==> config.mk <==
export PLATFORM = sky130hd
export DESIGN_NAME = relu_result_collector_flat
export DESIGN_NICKNAME = d
export VERILOG_FILES = /design/src/rtl/relu_result_collector_pkg.sv /design/src/rtl/relu_result_collector_if.sv /design/src/rtl/relu_row_bank.sv /design/src/rtl/relu_result_collector.sv /design/src/flat_wrapper.sv
export SDC_FILE = /design/constraint.sdc
export NUM_CORES = 1
export LEC_CHECK = 0
export ABC_AREA = 1
export ABC_CLOCK_PERIOD_IN_PS = 3950
export CORE_MARGIN = 1.5
export CORE_UTILIZATION = 45
export DETAILED_ROUTE_END_ITERATION = 16
export PLACE_DENSITY = 0.71
export REMOVE_ABC_BUFFERS = 1
export SETUP_SLACK_MARGIN = 0.3
export SYNTH_ARGS = -nofsm -noshare
export SYNTH_HDL_FRONTEND = slang
export SYNTH_SLANG_ARGS = --single-unit
==> constraint.sdc <==
create_clock -name clk -period 3.95 [get_ports clk]
set_input_delay 0.79 -clock clk [delete_from_list [all_inputs] [get_ports clk]]
set_output_delay 0.79 -clock clk [all_outputs]
set_load 0.01 [all_outputs]
==> src/rtl/relu_result_collector_pkg.sv <==
// -----------------------------------------------------------------------------
// relu_pkg
// Shared definitions for the ReLU result collector:
//   - default geometry (value width, index width, values per row)
//   - row-bank state encoding
//   - helper that sizes the slot pointer (never narrower than one bit)
// -----------------------------------------------------------------------------
package relu_pkg;

    localparam int RELU_DATA_WIDTH  = 32;
    localparam int RELU_INDEX_WIDTH = 34;
    localparam int RELU_CELL_AMOUNT = 2;

    // Lifecycle of one row bank: it is FILLING from the first beat until its
    // last slot is written, then FULL until the downstream handshake empties it.
    typedef enum logic [1:0] {
        BANK_EMPTY   = 2'd0,
        BANK_FILLING = 2'd1,
        BANK_FULL    = 2'd2
    } bank_state_e;

    // Slot pointer width; a single-slot row still needs a one-bit pointer.
    function automatic int slot_ptr_width(input int cells);
        return (cells <= 1) ? 1 : $clog2(cells);
    endfunction

endpackage : relu_pkg

==> src/rtl/relu_result_collector_if.sv <==
// -----------------------------------------------------------------------------
// relu_result_collector_if
// Bundles the collector's stream-in beat signals, the row valid/ready output
// and the two sticky status flags.
//   master : producer/consumer side (drives beats and output_ready)
//   slave  : collector side (drives row data, valid and flags)
// Signals:
//   input_index  [INDEX_WIDTH]            slot index reported by the producer
//   input_value  [DATA_WIDTH]             ReLU value (unsigned)
//   input_enable                          beat valid, no back-pressure
//   output_data  [DATA_WIDTH*CELL_AMOUNT] packed row, slot i at [i*DW +: DW]
//   output_valid                          row available
//   output_ready                          downstream accepts the row
//   overflow                              sticky: a beat was dropped
//   index_error                           sticky: input_index mismatched slot
// -----------------------------------------------------------------------------
interface relu_result_collector_if #(
    parameter int DATA_WIDTH  = relu_pkg::RELU_DATA_WIDTH,
    parameter int INDEX_WIDTH = relu_pkg::RELU_INDEX_WIDTH,
    parameter int CELL_AMOUNT = relu_pkg::RELU_CELL_AMOUNT
);

    logic [INDEX_WIDTH-1:0]            input_index;
    logic [DATA_WIDTH-1:0]             input_value;
    logic                              input_enable;
    logic [DATA_WIDTH*CELL_AMOUNT-1:0] output_data;
    logic                              output_valid;
    logic                              output_ready;
    logic                              overflow;
    logic                              index_error;

    modport master (
        output input_index,
        output input_value,
        output input_enable,
        output output_ready,
        input  output_data,
        input  output_valid,
        input  overflow,
        input  index_error
    );

    modport slave (
        input  input_index,
        input  input_value,
        input  input_enable,
        input  output_ready,
        output output_data,
        output output_valid,
        output overflow,
        output index_error
    );

endinterface : relu_result_collector_if

==> src/rtl/relu_row_bank.sv <==
// -----------------------------------------------------------------------------
// relu_row_bank
// One row buffer of CELL_AMOUNT values with a single write port addressed by
// slot, a whole-row clear and a packed read-out.
// Ports:
//   clk, reset_n   clock, asynchronous active-low reset
//   wr_en_i        write wr_data_i into slot wr_slot_i
//   wr_slot_i      slot to write
//   wr_data_i      value to write
//   clear_i        zero the whole row (takes priority over a write)
//   row_o          packed row, slot i at [i*DATA_WIDTH +: DATA_WIDTH]
// -----------------------------------------------------------------------------
module relu_row_bank
    import relu_pkg::*;
#(
    parameter int DATA_WIDTH  = RELU_DATA_WIDTH,
    parameter int CELL_AMOUNT = RELU_CELL_AMOUNT,
    parameter int PTR_WIDTH   = slot_ptr_width(RELU_CELL_AMOUNT)
) (
    input  logic                              clk,
    input  logic                              reset_n,
    input  logic                              wr_en_i,
    input  logic [PTR_WIDTH-1:0]              wr_slot_i,
    input  logic [DATA_WIDTH-1:0]             wr_data_i,
    input  logic                              clear_i,
    output logic [DATA_WIDTH*CELL_AMOUNT-1:0] row_o
);

    logic [DATA_WIDTH-1:0] slot_q [CELL_AMOUNT];
    logic [DATA_WIDTH-1:0] slot_d [CELL_AMOUNT];

    always_comb begin
        // NOTE: every combinational output starts from a full default so no
        // path leaves it unassigned and no latch is inferred.
        slot_d = slot_q;
        for (int i = 0; i < CELL_AMOUNT; i++) begin
            if (clear_i) begin
                slot_d[i] = '0;
            end else if (wr_en_i && (wr_slot_i == PTR_WIDTH'(i))) begin
                slot_d[i] = wr_data_i;
            end
        end
    end

    // NOTE: the row storage is reset as well; it is only CELL_AMOUNT words and a
    // defined value after reset keeps the read path free of X.
    always_ff @(posedge clk or negedge reset_n) begin
        if (!reset_n) begin
            for (int i = 0; i < CELL_AMOUNT; i++) begin
                slot_q[i] <= '0;
            end
        end else begin
            slot_q <= slot_d;
        end
    end

    for (genvar g = 0; g < CELL_AMOUNT; g++) begin : g_pack
        assign row_o[g*DATA_WIDTH +: DATA_WIDTH] = slot_q[g];
    end

endmodule : relu_row_bank

==> src/rtl/relu_result_collector.sv <==
// -----------------------------------------------------------------------------
// relu_result_collector
// Sink of the relu_cell output stream. Consecutive accepted beats are packed
// into rows of CELL_AMOUNT values; completed rows are offered downstream over a
// valid/ready handshake. Two row banks work ping-pong so that collection keeps
// going while the downstream stalls on one finished row.
// Ports:
//   clk       rising-edge clock
//   reset_n   asynchronous active-low reset; discards every partial/full row
//   bus       relu_result_collector_if.slave (beats in, rows out, sticky flags)
// Notes:
//   - The slot a value lands in always comes from the internal pointer; the
//     producer's input_index is only compared against it.
//   - Accept/drop is decided from the bank states before the edge, so a beat
//     arriving while both banks are full is dropped even if a handshake frees
//     a bank in that same edge.
// -----------------------------------------------------------------------------
module relu_result_collector
    import relu_pkg::*;
#(
    parameter int DATA_WIDTH  = RELU_DATA_WIDTH,
    parameter int INDEX_WIDTH = RELU_INDEX_WIDTH,
    parameter int CELL_AMOUNT = RELU_CELL_AMOUNT
) (
    input logic                    clk,
    input logic                    reset_n,
    relu_result_collector_if.slave bus
);

    localparam int                   PTR_WIDTH = slot_ptr_width(CELL_AMOUNT);
    localparam int                   ROW_WIDTH = DATA_WIDTH * CELL_AMOUNT;
    localparam logic [PTR_WIDTH-1:0] LAST_SLOT = PTR_WIDTH'(CELL_AMOUNT - 1);

    bank_state_e            bank_state_q [2];
    bank_state_e            bank_state_d [2];
    logic [PTR_WIDTH-1:0]   ptr_q,         ptr_d;
    logic                   wr_bank_q,     wr_bank_d;
    logic                   rd_bank_q,     rd_bank_d;
    logic                   overflow_q,    overflow_d;
    logic                   index_error_q, index_error_d;

    logic [1:0]             full_count;
    logic                   row_valid;
    logic                   accept;
    logic                   handshake;
    logic [1:0]             bank_wr_en;
    logic [1:0]             bank_clear;
    logic [ROW_WIDTH-1:0]   bank_row [2];

    // ------------------------------------------------------------------
    // Status derived from the registered bank states
    // ------------------------------------------------------------------
    assign full_count = 2'(bank_state_q[0] == BANK_FULL)
                      + 2'(bank_state_q[1] == BANK_FULL);
    assign row_valid  = (full_count != 2'd0);
    assign accept     = bus.input_enable && (full_count != 2'd2);
    assign handshake  = row_valid && bus.output_ready;

    // The write bank is never FULL while a beat is accepted and the read bank
    // is FULL whenever a handshake happens, so the two ports never collide.
    always_comb begin
        bank_wr_en = '0;
        bank_clear = '0;
        bank_wr_en[wr_bank_q] = accept;
        bank_clear[rd_bank_q] = handshake;
    end

    // ------------------------------------------------------------------
    // Next-state logic
    // ------------------------------------------------------------------
    always_comb begin
        bank_state_d  = bank_state_q;
        ptr_d         = ptr_q;
        wr_bank_d     = wr_bank_q;
        rd_bank_d     = rd_bank_q;
        overflow_d    = overflow_q;
        index_error_d = index_error_q;

        if (handshake) begin
            bank_state_d[rd_bank_q] = BANK_EMPTY;
            rd_bank_d               = ~rd_bank_q;
        end

        if (accept) begin
            if (bus.input_index != INDEX_WIDTH'(ptr_q)) begin
                index_error_d = 1'b1;
            end
            if (ptr_q == LAST_SLOT) begin
                bank_state_d[wr_bank_q] = BANK_FULL;
                ptr_d                   = '0;
                wr_bank_d               = ~wr_bank_q;
            end else begin
                bank_state_d[wr_bank_q] = BANK_FILLING;
                ptr_d                   = ptr_q + PTR_WIDTH'(1);
            end
        end else if (bus.input_enable) begin
            overflow_d = 1'b1;
        end
    end

    // ------------------------------------------------------------------
    // State registers
    // ------------------------------------------------------------------
    // NOTE: sequential state uses non-blocking assignments only, so every
    // register samples pre-edge values regardless of statement order.
    always_ff @(posedge clk or negedge reset_n) begin
        if (!reset_n) begin
            bank_state_q[0] <= BANK_EMPTY;
            bank_state_q[1] <= BANK_EMPTY;
            ptr_q           <= '0;
            wr_bank_q       <= 1'b0;
            rd_bank_q       <= 1'b0;
            overflow_q      <= 1'b0;
            index_error_q   <= 1'b0;
        end else begin
            bank_state_q    <= bank_state_d;
            ptr_q           <= ptr_d;
            wr_bank_q       <= wr_bank_d;
            rd_bank_q       <= rd_bank_d;
            overflow_q      <= overflow_d;
            index_error_q   <= index_error_d;
        end
    end

    // ------------------------------------------------------------------
    // Row banks
    // ------------------------------------------------------------------
    for (genvar b = 0; b < 2; b++) begin : g_bank
        relu_row_bank #(
            .DATA_WIDTH  (DATA_WIDTH),
            .CELL_AMOUNT (CELL_AMOUNT),
            .PTR_WIDTH   (PTR_WIDTH)
        ) u_bank (
            .clk       (clk),
            .reset_n   (reset_n),
            .wr_en_i   (bank_wr_en[b]),
            .wr_slot_i (ptr_q),
            .wr_data_i (bus.input_value),
            .clear_i   (bank_clear[b]),
            .row_o     (bank_row[b])
        );
    end

    // ------------------------------------------------------------------
    // Outputs: straight from registers through the read-bank mux; a FULL
    // read bank is never written, so the row holds steady during a stall.
    // ------------------------------------------------------------------
    assign bus.output_valid = row_valid;
    assign bus.output_data  = row_valid ? bank_row[rd_bank_q] : '0;
    assign bus.overflow     = overflow_q;
    assign bus.index_error  = index_error_q;

endmodule : relu_result_collector

==> src/flat_wrapper.sv <==
// flat-port wrapper written by rule: the top's interface ports become plain ports
module relu_result_collector_flat import relu_pkg::*;
#(
    parameter int DATA_WIDTH  = RELU_DATA_WIDTH,
    parameter int INDEX_WIDTH = RELU_INDEX_WIDTH,
    parameter int CELL_AMOUNT = RELU_CELL_AMOUNT
)
  (clk, reset_n, bus_input_index, bus_input_value, bus_input_enable, bus_output_ready, bus_output_data, bus_output_valid, bus_overflow, bus_index_error);
  relu_result_collector_if #(.DATA_WIDTH(DATA_WIDTH), .INDEX_WIDTH(INDEX_WIDTH), .CELL_AMOUNT(CELL_AMOUNT)) bus_i ();
  input logic clk;
  input logic reset_n;
  input wire logic [$bits(bus_i.input_index)-1:0] bus_input_index;
  input wire logic [$bits(bus_i.input_value)-1:0] bus_input_value;
  input wire logic [$bits(bus_i.input_enable)-1:0] bus_input_enable;
  input wire logic [$bits(bus_i.output_ready)-1:0] bus_output_ready;
  output wire logic [$bits(bus_i.output_data)-1:0] bus_output_data;
  output wire logic [$bits(bus_i.output_valid)-1:0] bus_output_valid;
  output wire logic [$bits(bus_i.overflow)-1:0] bus_overflow;
  output wire logic [$bits(bus_i.index_error)-1:0] bus_index_error;
  assign bus_i.input_index = bus_input_index;
  assign bus_i.input_value = bus_input_value;
  assign bus_i.input_enable = bus_input_enable;
  assign bus_i.output_ready = bus_output_ready;
  assign bus_output_data = bus_i.output_data;
  assign bus_output_valid = bus_i.output_valid;
  assign bus_overflow = bus_i.overflow;
  assign bus_index_error = bus_i.index_error;
  relu_result_collector #(.DATA_WIDTH(DATA_WIDTH), .INDEX_WIDTH(INDEX_WIDTH), .CELL_AMOUNT(CELL_AMOUNT)) u_core (.clk(clk), .reset_n(reset_n), .bus(bus_i));
endmodule
==> metrics.cfg, run 1 <==
[status]
status=finished, final reports clean

[synth]
synth_compound_area_share_pct=9.94
ys_warn_count=0
synth_cell_types=18
synth-simple-area-share_pct=30.5
synth_xor_area_share_pct=0.128
syn_inst=917
synth.area.mux_share_pct=0
syn_area_per_cell_sq_um=7.46
ys_seq_area_share_pct=50.1
synth.cell_area_sq_mm=0.00684
ys_ff_latch=137
synth_top_family_by_area=simple AND/OR/NAND/NOR gates
synth_adder_area_share_pct=0

[global_routing]
grt_pass1_vias=5924
grtUsageTotal_pct=22.9
overflow=0
grt_max_degree=98
antenna_found_initial=0
grt_first_pass_wirelength_um=29100

[timing]
setup_violations=0
slew-limit-headroom_pct=40.1
rsz0062_at_grt=no
drv_slew=0
hold_viol=0
fin_crit_ns=3.18
finClkSkew_ns=0.00476
max_freq_ghz=0.314
fin_setup_tns_ns=0
setup_slack_ns=0.767
fin_crit_sh_pct=80.6
worst_pin_slew_ns=0.898

[power]
total_power_mw=6.66
p_per_area_mw_per_mm2=757
ir_drop_mv=0.439
p_leak_nw=4.64

[worst_setup_path]
critical_path_class=flop to output pin
timing.rr.start=u_core.bank_state_q[2]$_DFF_PN0_
crit_path_end_kind=output pin
reg2reg_slack_ns=1.35
worst-path-max-fanout=27
rr_worst_depth=8
worstPathArrival_ns=2.39
startpoint_type=flop
crit_required_ns=3.16
reg2reg_to=u_core.g_bank[0].u_bank.row_o[35]$_DFFE_PN0P_

[floorplanning]
io-pin-count=137
initial_core_util_pct=46.5
num_rows=44
fp.dieW_um=126
fp.dieArea_sq_mm=0.0159
die_y_um=126
coreArea_sq_mm=0.0147

[finish]
drive_gt1_share_pct=4.85
syn2layout_area_growth_pct=28.6
finalNetCount=1088
fillers=1344
diodes=0
fin_area_sq_mm=0.00879

[routing]
antenna_left=0
remaining_drc_errors=0
wl_per_cell_um=14.2
via_count=6244
via_per_inst=5.14
dr.pass1.iters=5
drt-initial-drc-count=483
routed_wl_um=17200

[clocking]
cts-htree-levels=4
post_cts_buffers=0
clockBufferDepth=2
cts_tree=yes
path_clk_slew_ns=0.05
clockRootBuffer=clkbuf_16
ctsResizeCount=0
clk_latency_ns=0.43
cts_sinks=137
numCtsBuffers=17
ctsHoldBuffers=0

[run]
cap_violations=0

[placed_design]
place_area_sq_mm=0.00823
pre_cts_ws_ns=1.02
hpwlAfterDp_um=10700
place_congestion=0.761
port-buffer-count=136

[hold_path]
hold_path.class=input port to asynchronous set/reset pin

## placed cells by master (no fill, tap or decap), drive strengths merged
cell and n:
nand4 6, nand3 134, o21ai 132, nand2 341, dfrtp 137, clkinv 4, o21bai 1, bufinv 2
nor2 22, inv 74, clkbuf 24, clkinvlp 2, buf 16, xor2 1, clkdlybuf4s50 135
## cells by family (layout without fill, tap and decap cells)
group	count (synthesis)	count (layout)
AO/OA/AOI/OAI	133	133
XOR/XNOR	1	1
buffers and inverters	143	257
flip-flops	137	137
AND/OR/NAND/NOR	503	503
## synth_stat cells
master | number | area [sq um]
buf_1 | 17 | 63.8
nand4_1 | 6 | 37.5
clkbuf_1 | 12 | 45.0
o21bai_1 | 1 | 7.51
buf_6 | 1 | 11.3
inv_1 | 73 | 274
nand2_1 | 341 | 1280
o21ai_4 | 1 | 16.3
xor2_1 | 1 | 8.76
nand3_2 | 3 | 30.0
o21ai_0 | 104 | 521
nor2_1 | 22 | 82.6
dfrtp_1 | 137 | 3430
inv_2 | 1 | 3.75
o21ai_1 | 27 | 135
nand3_1 | 131 | 656
buf_2 | 22 | 110
buf_4 | 17 | 128
## sequential cells by signal (all words and copies together) (netlist names)
signal,flops
u_core.bank_state_q,4
u_core.g_bank.u_bank.row_o,128
u_core.bus.index_error,1
u_core.rd_bank_q,1
u_core.bus.overflow,1
u_core.wr_bank_q,1
u_core.ptr_q,1
## through the flow
step / utilization [%] / cells / hold slack (ns)
floorplan: - / 848 / 0.468
global placement: 56.0 / 1183 / 0.454
detailed placement: 56.0 / 1183 / 0.462
CTS: 59.8 / 1215 / 0.477
global route: 59.8 / 1215 / 0.517
finish: 59.8 / 1215 / 0.435
## power breakdown
group | total (mW) | internal [mW] | switching (mW)
sequential | 2.28 | 1.97 | 0.307
clock | 1.54 | 0.956 | 0.581
combinational | 2.84 | 1.14 | 1.70
total | 6.66 | 4.07 | 2.59
## worst max-delay path, stage by stage (launching register included)
cell and delay [ns]:
dfrtp_2 0.40, inv_2 0.29, buf_4 0.38, nand2_1 0.09, nand2_1 0.07, nand2_1 0.09, inv_1 0.09, clkdlybuf4s50_1 0.54
## worst max-delay path by stage
stage	from	endpoint	slack (ns)
2_1_floorplan	u_core.rd_bank_q$_DFFE_PN0N_	u_core.g_bank[0].u_bank.row_o[0]$_DFFE_PN0P_	-0.12
3_3_place_gp	bus_input_enable	u_core.g_bank[0].u_bank.row_o[47]$_DFFE_PN0P_	1.07
3_5_place_dp	bus_input_enable	u_core.g_bank[0].u_bank.row_o[58]$_DFFE_PN0P_	1.02
4_1_cts	u_core.rd_bank_q$_DFFE_PN0N_	bus_output_data[38]	0.74
5_1_grt	u_core.rd_bank_q$_DFFE_PN0N_	bus_output_data[19]	0.62
6_report	u_core.rd_bank_q$_DFFE_PN0N_	bus_output_data[38]	0.77
## area by class of cell
cell class                      count  area (sq um)  share of cell area (%)
Inverter                           74           278                    3.16
Timing Repair Buffer              151          1500                    17.1
Sequential cell                   137          3430                    39.0
Tap cell                          184           230                    2.62
Multi-Input combinational cell    637          2790                    31.7
Clock buffer                       24           472                    5.36
Clock inverter                      8          95.1                    1.08
## routing by layer
layer | wire length, um | GRT usage [%] | part of all wire (%)
met4 | 369 | 9.06 | 2.1
met3 | 721 | 4.72 | 4.2
met1 | 7960 | 30.4 | 46
met2 | 8160 | 36.9 | 47
met5 | 0 | 0 | 0
Note: power is estimated with default switching activity, not from simulation.
==> run 2, diff against run 1 <==
Settings changed: ABC_CLOCK_PERIOD_IN_PS 3950 to 2750, PLACE_DENSITY 0.71 to 0.74.
Clock period 3.95 ns to 2.75 ns, I/O delays scaled along.
==> run 2 against run 1 <==
Largest power group unchanged. Sequential share of layout area shrank 2.1 points. Sequential cell count unchanged. Critical path depth is the same. Routed wire length up 8.5%. Cell count rose by 1.4%. Combinational power up 72%. Clock skew up 0.0013 ns. First-iteration DRC count decreased by 7.7%. Critical path type unchanged. Register-to-register slack lost 0.55 ns. Via count rose by 3.1%. Die area unchanged. Non-clock buffer count is 19 higher.
==> metrics.cfg, run 2 (synthesis results as in run 1) <==
[floorplanning]
fp.dieW_um=126
io-pin-count=137
coreArea_sq_mm=0.0147
num_rows=44
fp.dieArea_sq_mm=0.0159
die_y_um=126
initial_core_util_pct=46.5

[clocking]
cts_sinks=137
numCtsBuffers=17
clk_latency_ns=0.41
clockBufferDepth=2
cts_tree=yes
path_clk_slew_ns=0.06
clockRootBuffer=clkbuf_16
cts-htree-levels=4

[worst_setup_path]
reg2reg_slack_ns=0.80
cp_slowest_cell=clkdlybuf4s50_1
timing.rr.start=u_core.bank_state_q[2]$_DFF_PN0_
path_delay_family=buffers and inverters
critical_path_class=flop to output pin
rr_worst_depth=9
crit_top_cell=nand2_1
crit_required_ns=2.20
crit_path_max_incr_delay_ns=0.52
worst-path-max-fanout=17
critical_path.cell_chain=buf_4 -> buf_12 -> nand2_1 -> nand2_1 -> nand2_1 -> inv_1 -> clkdlybuf4s50_1
crit_path_end_kind=output pin
critPathBufInv=4
startpoint_type=flop
reg2reg_to=u_core.g_bank[0].u_bank.row_o[19]$_DFFE_PN0P_
worstPathArrival_ns=1.95

[timing]
worst_pin_slew_ns=0.569
slew-limit-headroom_pct=62.0
fin_crit_sh_pct=91.1
hold_viol=0
max_freq_ghz=0.399
rsz0062_at_grt=yes
finClkSkew_ns=0.00609
setup_violations=0
fin_crit_ns=2.50
drv_slew=0
holdWs_ns=0.111

[finish]
regArea_sq_mm=0.00343
finalNetCount=1108
fillers=1285
drive_gt1_share_pct=6.87
largest_reg_flops=128
mostFrequentLayoutCells=nand2_1 (340), dfrtp_1 (135), nand3_1 (131), o21ai_0 (104), clkdlybuf4s50_1 (72)
multi_input_area_sq_mm=0.00281
layout_commonest_cell=nand2_1
syn2layout_area_growth_pct=36.0
diodes=0
fin_util_pct=63.3

[global_routing]
grt_max_degree=66
grt_pass1_vias=6022
grt_use_met2_pct=39.9
use_met1_pct=31.4
overflow=0
busiest_layer=met2
grt_use_met3_pct=4.33
antenna_found_initial=0
grt_first_pass_wirelength_um=29900
grtUsageTotal_pct=23.7

[routing]
routed_wl_um=18700
wl_per_cell_um=15.2
remaining_drc_errors=0
via_per_inst=5.22
via_count=6436
drt-initial-drc-count=446
dr.pass1.iters=5
antenna_left=0

[hold_path]
hold_path.class=input port to asynchronous set/reset pin

[placed_design]
place_congestion=0.747
port-buffer-count=136
hpwlAfterDp_um=10700

[run]
cap_violations=0

[status]
status=finished, final reports clean

[power]
p_leak_nw=5.62
p_per_area_mw_per_mm2=1100
total_power_mw=10.2
ir_drop_mv=0.623

[run 2: changes by cell type in the layout (fill, tap and decap cells not counted), sizes merged, moves of 2 or more]
cell / delta
clkinvlp: -2
buf: +16
clkbuf: +4
dlygate4sd2: +24
dlymetal6s2s: +38
bufinv: -2
clkdlybuf4s50: -63
[run 2: worst register-to-register path, cell delays in order (launching register included)]
cell and delay (ns):
dfrtp_1 0.38, inv_2 0.09, nand2_4 0.09, o21ai_4 0.10
buf_12 0.15, clkbuf_16 0.16, nand3_4 0.29, buf_12 0.31
nand3_1 0.13, o21ai_0 0.10
[run 2: area by class of cell]
cell class,count,share of cell area (%)
well taps,184,2.47
clock buffers,26,5.58
flip-flops and latches,137,36.9
inverters,74,3.07
multi-input cells,638,30.2
repair buffers,170,21.6
clock inverters,3,0.161
[run 2: routing by layer]
metal | vias to the layer above | routed length (um)
li1 | 3173 | -
met1 | 3043 | 8170
met2 | 197 | 9270
met3 | 23 | 928
met4 | 0 | 297
met5 | - | 0
[run 2: repair_timing]
item | 4_1_cts | 5_1_grt
setup endpoints to repair | 65 | 41
buffers inserted | 8 | 3
gates cloned | 5 | 2
gates resized for setup | 35 | 44
pin swaps | 1 | 1
hold buffers | 0 | 0
[run 2: per-stage QoR]
step           instance area (sq um)  instances  TNS (ns)  setup WS (ns)
6_report                        9300       1232         0          0.246
3_5_place_dp                    8370       1185         0          0.310
4_1_cts                         9110       1227         0          0.165
3_3_place_gp                    8370       1185         0          0.351
5_1_grt                         9300       1232         0          0.135
2_1_floorplan                   6480        848   -151.11          -1.32
[run 2: power breakdown]
part	leakage, nW	internal (mW)	switching, mW
sequential	1.77	2.83	0.461
combinational	3.58	2.15	2.74
clock	0.268	1.28	0.784
total	5.62	6.26	3.98
[run 2: worst max-delay path by stage]
| stage | to | start | cells past startpoint | slack (ns) |
|---|---|---|---|---|
| floorplan | u_core.g_bank[0].u_bank.row_o[0]$_DFFE_PN0P_ | u_core.rd_bank_q$_DFFE_PN0N_ | 4 | -1.32 |
| global placement | bus_output_data[15] | u_core.bank_state_q[0]$_DFF_PN0_ | 5 | 0.35 |
| detailed placement | bus_output_data[48] | u_core.bank_state_q[0]$_DFF_PN0_ | 5 | 0.31 |
| CTS | bus_output_data[22] | u_core.bank_state_q[2]$_DFF_PN0_ | 8 | 0.17 |
| global route | bus_output_data[54] | u_core.rd_bank_q$_DFFE_PN0N_ | 7 | 0.13 |
| finish | bus_output_data[54] | u_core.rd_bank_q$_DFFE_PN0N_ | 7 | 0.25 |
==> run 3, diff against run 2 <==
Settings changed: CORE_UTILIZATION 45 to 47, PLACE_DENSITY 0.74 to 0.77.
==> run 3 against run 2 <==
Core utilization rose by 2.6 points. Non-clock buffer count increased by 6. Critical path depth is 1 higher. Fmax grew 4.6%. Highest routed layer unchanged.
==> metrics.cfg, run 3 (synthesis results as in run 1) <==
[status]
status=finished, final reports clean

[clocking]
cts_tree=yes
numCtsBuffers=17
path_clk_slew_ns=0.05
cts_sinks=137
clk_latency_ns=0.42
clockRootBuffer=clkbuf_16
clockBufferDepth=2
cts-htree-levels=4

[placed_design]
place_congestion=0.763
place_area_sq_mm=0.00837
port-buffer-count=136
hpwlAfterDp_um=10400
pre_cts_ws_ns=0.260

[global_routing]
antenna_found_initial=0
grt_first_pass_wirelength_um=29400
grt_pass1_vias=6096
grt_max_degree=67
grtUsageTotal_pct=24.9
overflow=0

[timing]
finClkSkew_ns=0.00600
fin_crit_sh_pct=87.1
slew-limit-headroom_pct=58.8
worst_pin_slew_ns=0.618
setup_slack_ns=0.356
drv_slew=0
fin_setup_tns_ns=0
hold_viol=0
rsz0062_at_grt=yes
setup_violations=0
fin_crit_ns=2.39
max_freq_ghz=0.418

[floorplanning]
io-pin-count=137
coreArea_sq_mm=0.0140
die_y_um=124
fp.dieW_um=124
fp.dieArea_sq_mm=0.0153
num_rows=43
initial_core_util_pct=48.7

[worst_setup_path]
rr_worst_depth=11
reg2reg_slack_ns=0.58
critical_path_class=flop to output pin
crit_path_end_kind=output pin
crit_required_ns=2.20
reg2reg_to=u_core.g_bank[1].u_bank.row_o[1]$_DFFE_PN0P_
worstPathArrival_ns=1.84
timing.rr.start=u_core.bank_state_q[2]$_DFF_PN0_
startpoint_type=flop
worst-path-max-fanout=11

[finish]
fin_util_pct=65.8
mostFrequentLayoutCells=nand2_1 (341), dfrtp_1 (136), nand3_1 (131), o21ai_0 (104), inv_1 (72)
syn2layout_area_growth_pct=35.2
fin_area_sq_mm=0.00925
diodes=0
drive_gt1_share_pct=7.60
largest_reg_flops=128
finalNetCount=1113
layout_commonest_cell=nand2_1

[routing]
drt-initial-drc-count=470
via_count=6393
wl_per_cell_um=14.4
routed_wl_um=17800
antenna_left=0
via_per_inst=5.18
dr.pass1.iters=5
remaining_drc_errors=0

[power]
p_leak_nw=5.41
ir_drop_mv=0.545
p_per_area_mw_per_mm2=1100

[hold_path]
hold_path.class=input port to asynchronous set/reset pin

[run]
cap_violations=0

[run 3: power breakdown]
group          internal [mW]  total (mW)  leakage [nW]  switching, mW
combinational           2.16        4.79          3.38           2.63
sequential              2.83        3.28          1.77          0.444
clock                   1.32        2.11         0.266          0.786
total                   6.32        10.2          5.41           3.86
[run 3: area by class of cell]
type / instances / area (sq um)
Sequential cell: 137 / 3430
Clock buffer: 26 / 499
Tap cell: 180 / 225
Clock inverter: 3 / 40.0
Multi-Input combinational cell: 637 / 2790
Fill cell: 1176 / 4800
Inverter: 74 / 285
Timing Repair Buffer: 176 / 1980
[run 3: worst max-delay path: stages (launching register included)]
cell and delay, ns:
dfrtp_2 0.47, inv_8 0.09, buf_4 0.10, bufbuf_16 0.26, nand2_1 0.06, nand2_1 0.08
nand2_1 0.06, inv_1 0.04, dlygate4sd2_1 0.25
[run 3: how the worst max path moves through the flow]
stage                                          start                                            to  cells after the start  slack (ns)
global placement    u_core.bank_state_q[0]$_DFF_PN0_                           bus_output_data[47]                      5        0.29
finish                  u_core.rd_bank_q$_DFFE_PN0N_                           bus_output_data[19]                      8        0.36
CTS                 u_core.bank_state_q[2]$_DFF_PN0_                           bus_output_data[41]                      8        0.18
global route            u_core.rd_bank_q$_DFFE_PN0N_                           bus_output_data[26]                      9        0.29
detailed placement  u_core.bank_state_q[0]$_DFF_PN0_                           bus_output_data[58]                      5        0.26
floorplan               u_core.rd_bank_q$_DFFE_PN0N_  u_core.g_bank[0].u_bank.row_o[0]$_DFFE_PN0P_                      4       -1.32
[run 3: per-layer routing]
metal | vias to the layer above | share of wire [%] | global-route usage [%]
met2 | 186 | 49 | 41.4
met4 | 0 | 2.0 | 9.34
li1 | 3182 | - | -
met5 | - | 0 | 0
met3 | 33 | 4.9 | 4.62
met1 | 2992 | 44 | 32.4
[run 3: per-stage QoR]
step,hold slack [ns],std cells,power [mW]
finish,0.116,1233,10.2
detailed placement,0.460,1184,7.56
global route,0.167,1233,11.0
floorplan,0.254,848,5.65
global placement,0.458,1184,7.45
CTS,0.143,1228,10.1
[run 3: repair_timing]
action / in CTS / in global routing
pin swaps: 1 / 0
endpoints found under the setup margin: 65 / 43
buffers inserted: 11 / 4
resized for setup: 53 / 48
hold buffers: 0 / 0
gates cloned: 4 / 1
